File: config.mk
export PLATFORM = sky130hd
export DESIGN_NAME = sprite_tile_renderer_flat
export DESIGN_NICKNAME = d
export VERILOG_FILES = /design/src/rtl/vga_pkg.sv /design/src/rtl/sprite_tile_renderer_if.sv /design/src/rtl/sprite_tile_renderer_blink_timer.sv /design/src/rtl/sprite_tile_renderer.sv /design/src/flat_wrapper.sv
export SDC_FILE = /design/constraint.sdc
export NUM_CORES = 1
export LEC_CHECK = 0
export BUFFER_PORTS_ARGS = -buffer_cell sky130_fd_sc_hd__buf_2
export CAP_MARGIN = 20
export CORE_UTILIZATION = 40
export CTS_CLUSTER_DIAMETER = 200
export CTS_CLUSTER_SIZE = 14
export DETAILED_ROUTE_END_ITERATION = 8
export GPL_ROUTABILITY_DRIVEN = 0
export GPL_TIMING_DRIVEN = 0
export HOLD_SLACK_MARGIN = 0.02
export SKIP_CTS_REPAIR_TIMING = 1
export SYNTH_ARGS = -nofsm -noshare
export SYNTH_HDL_FRONTEND = slang
export SYNTH_SLANG_ARGS = --single-unit
File: constraint.sdc
create_clock -name vga_clk -period 8.6 [get_ports vga_clk]
set_input_delay 1.29 -clock vga_clk [delete_from_list [all_inputs] [get_ports vga_clk]]
set_output_delay 1.29 -clock vga_clk [all_outputs]
set_load 0.02 [all_outputs]
File: src/rtl/vga_pkg.sv
// Shared VGA-path types and constants for the sprite/tile drawers.
package vga_pkg;

  localparam int H_ACTIVE = 640;
  localparam int V_ACTIVE = 480;

  typedef struct packed {
    logic [3:0] r;
    logic [3:0] g;
    logic [3:0] b;
  } rgb12_t;

  typedef enum logic [1:0] {
    MODE_NORMAL    = 2'd0,
    MODE_HIGHLIGHT = 2'd1,
    MODE_BLINK     = 2'd2,
    MODE_HIDDEN    = 2'd3
  } tile_mode_e;

  function automatic logic [3:0] sat_add4(input logic [3:0] a, input logic [3:0] b);
    logic [4:0] s;
    s = {1'b0, a} + {1'b0, b};
    return s[4] ? 4'hF : s[3:0];
  endfunction

endpackage

File: src/rtl/sprite_tile_renderer_if.sv
// Sprite ROM / palette fetch bus between a renderer (master) and its memories (slave).
interface sprite_tile_renderer_if #(
  parameter int ADDR_W = 11,
  parameter int PIX_W  = 1
);
  // No valid/ready: rom_q must reflect rom_addr one clock later, and
  // pal_rgb must be a purely combinational lookup of pal_idx.
  logic [ADDR_W-1:0] rom_addr;
  logic [PIX_W-1:0]  rom_q;
  logic [PIX_W-1:0]  pal_idx;
  logic [11:0]       pal_rgb;

  modport master (output rom_addr, output pal_idx, input rom_q, input pal_rgb);
  modport slave  (input rom_addr, input pal_idx, output rom_q, output pal_rgb);
endinterface

File: src/rtl/sprite_tile_renderer_blink_timer.sv
// Frame-start detector and blink phase generator; one instance can feed many renderers.
module sprite_blink_timer #(
  parameter int BLINK_FRAMES = 15
) (
  input  logic       vga_clk,
  input  logic       reset_n,
  input  logic [9:0] DrawY,
  output logic       frame_start,
  output logic       blink_phase
);
  localparam int CNT_W = (BLINK_FRAMES > 1) ? $clog2(BLINK_FRAMES) : 1;

  logic [9:0]       prev_y;
  logic [CNT_W-1:0] frame_cnt;

  assign frame_start = (DrawY == 10'd0) && (prev_y != 10'd0);

  always_ff @(posedge vga_clk) begin
    if (!reset_n) begin
      prev_y      <= '0;
      frame_cnt   <= '0;
      blink_phase <= 1'b1;
    end else begin
      prev_y <= DrawY;
      if (frame_start) begin
        if (frame_cnt == CNT_W'(BLINK_FRAMES - 1)) begin
          frame_cnt   <= '0;
          blink_phase <= ~blink_phase;
        end else begin
          frame_cnt <= frame_cnt + CNT_W'(1);
        end
      end
    end
  end

endmodule

File: src/rtl/sprite_tile_renderer.sv
// Palette-indexed sprite drawer with per-tile display mode; 3-clock pixel latency
// from DrawX/DrawY/blank to red/green/blue, fetching through an external sync ROM.
module sprite_tile_renderer
  import vga_pkg::*;
#(
  parameter int          SPRITE_W     = 35,
  parameter int          SPRITE_H     = 32,
  parameter int          ADDR_W       = 11,
  parameter int          PIX_W        = 1,
  parameter int          TRANSP_IDX   = 0,
  parameter logic [11:0] BG_COLOR     = 12'h000,
  parameter logic [3:0]  HL_ADD       = 4'h4,
  parameter int          BLINK_FRAMES = 15
) (
  input  logic                    vga_clk,
  input  logic                    reset_n,
  input  logic [9:0]              DrawX,
  input  logic [9:0]              DrawY,
  input  logic                    blank,
  input  logic [9:0]              pos_x,
  input  logic [9:0]              pos_y,
  input  logic [1:0]              mode,
  sprite_tile_renderer_if.master  fetch,
  output logic [3:0]              red,
  output logic [3:0]              green,
  output logic [3:0]              blue
);

  logic frame_start;
  logic blink_phase;

  sprite_blink_timer #(.BLINK_FRAMES(BLINK_FRAMES)) u_blink (
    .vga_clk     (vga_clk),
    .reset_n     (reset_n),
    .DrawY       (DrawY),
    .frame_start (frame_start),
    .blink_phase (blink_phase)
  );

  // Shadow copies only move at frame start; in that cycle the incoming
  // values are used directly so row 0 of the new frame is already correct.
  logic [9:0] px_sh, py_sh;
  tile_mode_e mode_sh;
  logic [9:0] px_eff, py_eff;
  tile_mode_e mode_eff;

  always_comb begin
    px_eff   = frame_start ? pos_x : px_sh;
    py_eff   = frame_start ? pos_y : py_sh;
    mode_eff = frame_start ? tile_mode_e'(mode) : mode_sh;
  end

  always_ff @(posedge vga_clk) begin
    if (!reset_n) begin
      px_sh   <= '0;
      py_sh   <= '0;
      mode_sh <= MODE_NORMAL;
    end else if (frame_start) begin
      px_sh   <= pos_x;
      py_sh   <= pos_y;
      mode_sh <= tile_mode_e'(mode);
    end
  end

  // Stage 0: hit test in 11 bits so pos + size never wraps.
  logic [10:0] x11, y11, px11, py11;
  logic        hit;

  assign x11  = {1'b0, DrawX};
  assign y11  = {1'b0, DrawY};
  assign px11 = {1'b0, px_eff};
  assign py11 = {1'b0, py_eff};

  assign hit = (x11 >= px11) && (x11 < px11 + 11'(SPRITE_W)) &&
               (y11 >= py11) && (y11 < py11 + 11'(SPRITE_H)) &&
               (mode_eff != MODE_HIDDEN);

  // Row base advances by SPRITE_W on each new sprite row instead of multiplying.
  logic [9:0]        prev_y;
  logic [ADDR_W-1:0] row_base, row_base_next, addr;

  always_comb begin
    row_base_next = row_base;
    if (DrawY != prev_y) begin
      if (DrawY == py_eff) begin
        row_base_next = '0;
      end else if ((y11 > py11) && (y11 < py11 + 11'(SPRITE_H))) begin
        row_base_next = row_base + ADDR_W'(SPRITE_W);
      end
    end
  end

  assign addr = row_base_next + ADDR_W'(x11 - px11);

  logic [ADDR_W-1:0] rom_addr_r;
  logic              hit_d1, hit_d2, blank_d1, blank_d2;
  tile_mode_e        mode_d1, mode_d2;
  rgb12_t            pal, pix_next;

  assign fetch.rom_addr = rom_addr_r;
  assign fetch.pal_idx  = fetch.rom_q;
  assign pal            = fetch.pal_rgb;

  always_comb begin
    pix_next = pal;
    if (!blank_d2) begin
      pix_next = '0;
    end else if (!hit_d2 || (fetch.rom_q == PIX_W'(TRANSP_IDX))) begin
      pix_next = BG_COLOR;
    end else if ((mode_d2 == MODE_BLINK) && !blink_phase) begin
      pix_next = BG_COLOR;
    end else if (mode_d2 == MODE_HIGHLIGHT) begin
      pix_next.r = sat_add4(pal.r, HL_ADD);
      pix_next.g = sat_add4(pal.g, HL_ADD);
      pix_next.b = sat_add4(pal.b, HL_ADD);
    end
  end

  always_ff @(posedge vga_clk) begin
    if (!reset_n) begin
      prev_y     <= '0;
      row_base   <= '0;
      rom_addr_r <= '0;
      hit_d1     <= 1'b0;
      hit_d2     <= 1'b0;
      blank_d1   <= 1'b0;
      blank_d2   <= 1'b0;
      mode_d1    <= MODE_NORMAL;
      mode_d2    <= MODE_NORMAL;
      red        <= '0;
      green      <= '0;
      blue       <= '0;
    end else begin
      prev_y     <= DrawY;
      row_base   <= row_base_next;
      rom_addr_r <= hit ? addr : '0;
      hit_d1     <= hit;
      blank_d1   <= blank;
      mode_d1    <= mode_eff;
      hit_d2     <= hit_d1;
      blank_d2   <= blank_d1;
      mode_d2    <= mode_d1;
      red        <= pix_next.r;
      green      <= pix_next.g;
      blue       <= pix_next.b;
    end
  end

endmodule

File: src/flat_wrapper.sv
// flat-port wrapper written by rule: the top's interface ports become plain ports
module sprite_tile_renderer_flat import vga_pkg::*;
#(
  parameter int          SPRITE_W     = 35,
  parameter int          SPRITE_H     = 32,
  parameter int          ADDR_W       = 11,
  parameter int          PIX_W        = 1,
  parameter int          TRANSP_IDX   = 0,
  parameter logic [11:0] BG_COLOR     = 12'h000,
  parameter logic [3:0]  HL_ADD       = 4'h4,
  parameter int          BLINK_FRAMES = 15
)
  (vga_clk, reset_n, DrawX, DrawY, blank, pos_x, pos_y, mode, red, green, blue, fetch_rom_addr, fetch_pal_idx, fetch_rom_q, fetch_pal_rgb);
  sprite_tile_renderer_if #(.ADDR_W(ADDR_W), .PIX_W(PIX_W)) fetch_i ();
  input  logic vga_clk;
  input  logic reset_n;
  input  logic [9:0] DrawX;
  input  logic [9:0] DrawY;
  input  logic blank;
  input  logic [9:0] pos_x;
  input  logic [9:0] pos_y;
  input  logic [1:0] mode;
  output logic [3:0] red;
  output logic [3:0] green;
  output logic [3:0] blue;
  output wire logic [$bits(fetch_i.rom_addr)-1:0] fetch_rom_addr;
  output wire logic [$bits(fetch_i.pal_idx)-1:0] fetch_pal_idx;
  input wire logic [$bits(fetch_i.rom_q)-1:0] fetch_rom_q;
  input wire logic [$bits(fetch_i.pal_rgb)-1:0] fetch_pal_rgb;
  assign fetch_rom_addr = fetch_i.rom_addr;
  assign fetch_pal_idx = fetch_i.pal_idx;
  assign fetch_i.rom_q = fetch_rom_q;
  assign fetch_i.pal_rgb = fetch_pal_rgb;
  sprite_tile_renderer #(.SPRITE_W(SPRITE_W), .SPRITE_H(SPRITE_H), .ADDR_W(ADDR_W), .PIX_W(PIX_W), .TRANSP_IDX(TRANSP_IDX), .BG_COLOR(BG_COLOR), .HL_ADD(HL_ADD), .BLINK_FRAMES(BLINK_FRAMES)) u_core (.vga_clk(vga_clk), .reset_n(reset_n), .DrawX(DrawX), .DrawY(DrawY), .blank(blank), .pos_x(pos_x), .pos_y(pos_y), .mode(mode), .fetch(fetch_i), .red(red), .green(green), .blue(blue));
endmodule
==> reports/metrics.yaml <==
layout:
  multi_input_area_sq_um: 2940
  antenna_cells: 0
  drive_above_1_share_pct: 16.8
  stdcell_area_sq_um: 5600
  final_cells: 779
  nNetsFinal: 747
  syn_to_final_growth_pct: 18.0
  seq_area_sq_um: 1540
  n_fill_cell: 1129
setup_path:
  arrival_ps: 8160
  crit_path_start_kind: "input port"
  r2r_slack_ps: 1260
  cp.buffers_inverters: 3
  r2r_start: "u_core.prev_y[4]$_SDFF_PN0_"
  slowest_delay_ps: 540
  cp_data_required_time_ps: 8820
  cp-startpoint: "DrawY[9]"
  reg2reg_to: "u_core.fetch.rom_addr[10]$_SDFF_PN0_"
  end_kind: "flop"
  worstSetupPathType: "input port to flop"
  crit_path_top_delay_cell: "fa_1"
  path_delay_family: "compound AO/OA/AOI/OAI gates"
  reg2reg_depth: 26
  cp_common_cell: "o21ai_0"
  critPathMaxFanout: 10
  path_depth: 27
  endpoint: "u_core.fetch.rom_addr[10]$_SDFF_PN0_"
power_and_ir_drop:
  total_power_uw: 856
  p_clk_share_pct: 41.3
  p_seq_share_pct: 42.9
  p_int_uw: 621
  irDropWorstVdd_mv: 0.109
  p_leak_uw: 0.00265
  p_per_area_nw_per_um2: 153
  swShare_pct: 27.4
  pwr-share-comb_pct: 15.8
  p_sw_uw: 235
floorplan:
  rows: 39
  die_h_um: 111
  ios: 82
  design.core.area_sq_um: 11500
  die_w_um: 111
  die-area_sq_um: 12300
  start_util_pct: 41.4
timing:
  setup_tns_ps: 0
  setup_slack_ps: 668
  finalMaxSlewViolations: 0
  skew_ps: 5.06
  period_share_pct: 92.2
  rsz0062_at_grt: "false"
  setup_violations: 0
  fin_crit_ps: 7930
  slew_headroom_pct: 47.9
  tightest_slew_ps: 781
  fmax_mhz: 126
  hold_violations: 0
synthesis:
  syn_nets: 657
  netlist_area_sq_um: 4740
  yosysWarningCount: 0
  ys_types: 52
  syn-instance-count: 541
  ys_seq_elements: 77
  yosysSeqAreaShare_pct: 32.5
  syn_area_per_cell_sq_um: 8.77
min_path:
  holdCritPathClass: "flop to flop"
routing:
  routed_via_density: 5.04
  routedWlPerCell_um: 13.8
  wl_mm: 10.8
  first_pass_iters: 4
  drt.antenna.violating_nets: 0
  vias: 3927
  drt_first_iter_violations: 136
  route.detailed.drc: 0
placed_design:
  port_buffers: 80
  place_area_sq_um: 5320
  place_inst: 764
  dp_slack_ps: 83.0
  hpwl_mm: 8.73
run_status:
  status: "completed"
global_routing:
  track_usage_pct: 18.6
  grt_max_degree: 15
  grt_pass1_vias: 3897
  antenna_found_initial: 0
  grt_pass1_wl_mm: 18.3
  gr-total-overflow: 0
run:
  drv_cap: 0
clock_tree:
  htree_levels: 3
  clk_path_buf_depth: 2
  insertion_delay_ps: 340
  clk_pin_slew_ps: 60
  cts_tree: "done"
  cts-buffers-inserted: 9
  cts_root_buf: "clkbuf_16"
  cts.sinks: 77
[area by class of cell]
type / instances / area share (%)
multi-input combinational: 400 / 52.6
clock inverter: 6 / 0.827
inverter: 50 / 3.35
timing repair buffer: 80 / 7.15
clock buffer: 10 / 4.09
tap: 143 / 3.20
sequential: 77 / 27.5
buffer: 13 / 1.25
[how the worst min path moves through the flow]
stage	from	endpoint	slack [ps]	cells after the start
global route	u_core.blank_d1$_SDFF_PN0_	u_core.blank_d2$_SDFF_PN0_	470	1
finish	u_core.blank_d1$_SDFF_PN0_	u_core.blank_d2$_SDFF_PN0_	440	1
detailed placement	u_core.blank_d1$_SDFF_PN0_	u_core.blank_d2$_SDFF_PN0_	430	1
global placement	u_core.blank_d1$_SDFF_PN0_	u_core.blank_d2$_SDFF_PN0_	410	1
floorplan	u_core.blank_d1$_SDFF_PN0_	u_core.blank_d2$_SDFF_PN0_	410	1
CTS	u_core.blank_d1$_SDFF_PN0_	u_core.blank_d2$_SDFF_PN0_	440	1
[synth_stat cells, drive strengths merged]
master	count	area, sq um
maj3	1	10.0
nor3b	2	15.0
clkbuf	9	33.8
or4	2	18.8
dfxtp	77	1540
or3	3	18.8
o211ai	2	15.0
o2111ai	1	8.76
mux2i	19	190
a211oi	3	22.5
o211a	1	10.0
nor4b	1	8.76
nor2	30	113
xor2	19	166
a21oi	32	160
inv	50	188
fa	10	200
o22a	1	8.76
a21boi	3	22.5
a2111o	2	22.5
a2111oi	2	17.5
o21ai	28	140
buf	5	40.0
nand2b	3	18.8
or2	2	12.5
and3	8	50.1
o21bai	1	7.51
nand4	6	37.5
ha	48	601
o311a	2	20.0
and2	21	131
or3b	1	8.76
nor2b	32	200
nor4	8	65.1
a311oi	2	17.5
a211o	1	8.76
nand3b	6	45.0
xnor2	17	149
nor3	20	105
a311o	1	10.0
o21a	8	60.1
nand3	8	40.0
nand2	37	139
a21o	6	45.0
[power groups by stage]
stage                     Clock (uW)  Sequential, uW  Combinational, uW
final                            354             367                135
after global routing             375             368                156
after CTS                        362             367                136
after detailed placement           0             375                135
after global placement             0             375                132
after floorplan                    0             375               90.1
[layout by cell type, fill, tap and decap left out, drive strengths merged, types with 2 or more instances in the layout]
cell and count:
nand2 37, xor2 19, clkinv 2, nor3b 2, xnor2 17, and2 21
mux2i 19, a21o 6, and3 8, nor3 20, or4 2, o21a 8
nand2b 3, a211oi 3, nor4 8, a21oi 32, o311a 2, ha 48
buf 85, or2 2, o21ai 28, nand3b 6, dfxtp 77, a311oi 2
inv 52, clkbuf 18, nor2 30, a2111oi 2, a2111o 2, clkinvlp 2
a21boi 3, nand4 6, or3 3, o211ai 2, nor2b 32, nand3 8
fa 10
[flip-flops by register name, summed over array words and instances, names as in the netlist]
register	cells
u_core.fetch.rom_addr	11
u_core.row_base	11
u_core.prev_y	10
u_core.px_sh	10
u_core.py_sh	10
u_core.blue	4
u_core.green	4
u_core.red	4
u_core.u_blink.frame_cnt	4
u_core.mode_d1	2
u_core.mode_d2	2
u_core.blank_d1	1
u_core.blank_d2	1
u_core.hit_d1	1
u_core.hit_d2	1
u_core.u_blink.blink_phase	1
[routing by layer]
layer	up-vias	wire length, um	part of all wire, %	GRT usage, %
li1	2038	-	-	-
met4	0	256	2.4	6.93
met5	-	0	0	0
met1	1805	5100	47	23.0
met3	16	345	3.2	4.10
met2	68	5060	47	31.6
[per-stage QoR]
step | hold WS, ps | utilization (%)
final | 439 | 48.8
after global routing | 467 | 48.8
after CTS | 445 | 48.8
after detailed placement | 427 | 46.4
after global placement | 414 | 46.4
after floorplan | 412 | -
[cell families (layout without fill, tap and decap cells)]
kind of cell / Yosys count / after routing / share of synthesized area, %
AOI/OAI and AO/OA: 96 / 96 / 12.6
xor gates and xnor gates: 36 / 36 / 6.65
adders and majority gates: 59 / 59 / 17.1
buffers and inverters: 64 / 159 / 5.51
DFF: 77 / 77 / 32.5
muxes: 19 / 19 / 4.01
and+or+nand+nor: 190 / 190 / 21.7
No activity file was read; power rests on OpenSTA's default activity.
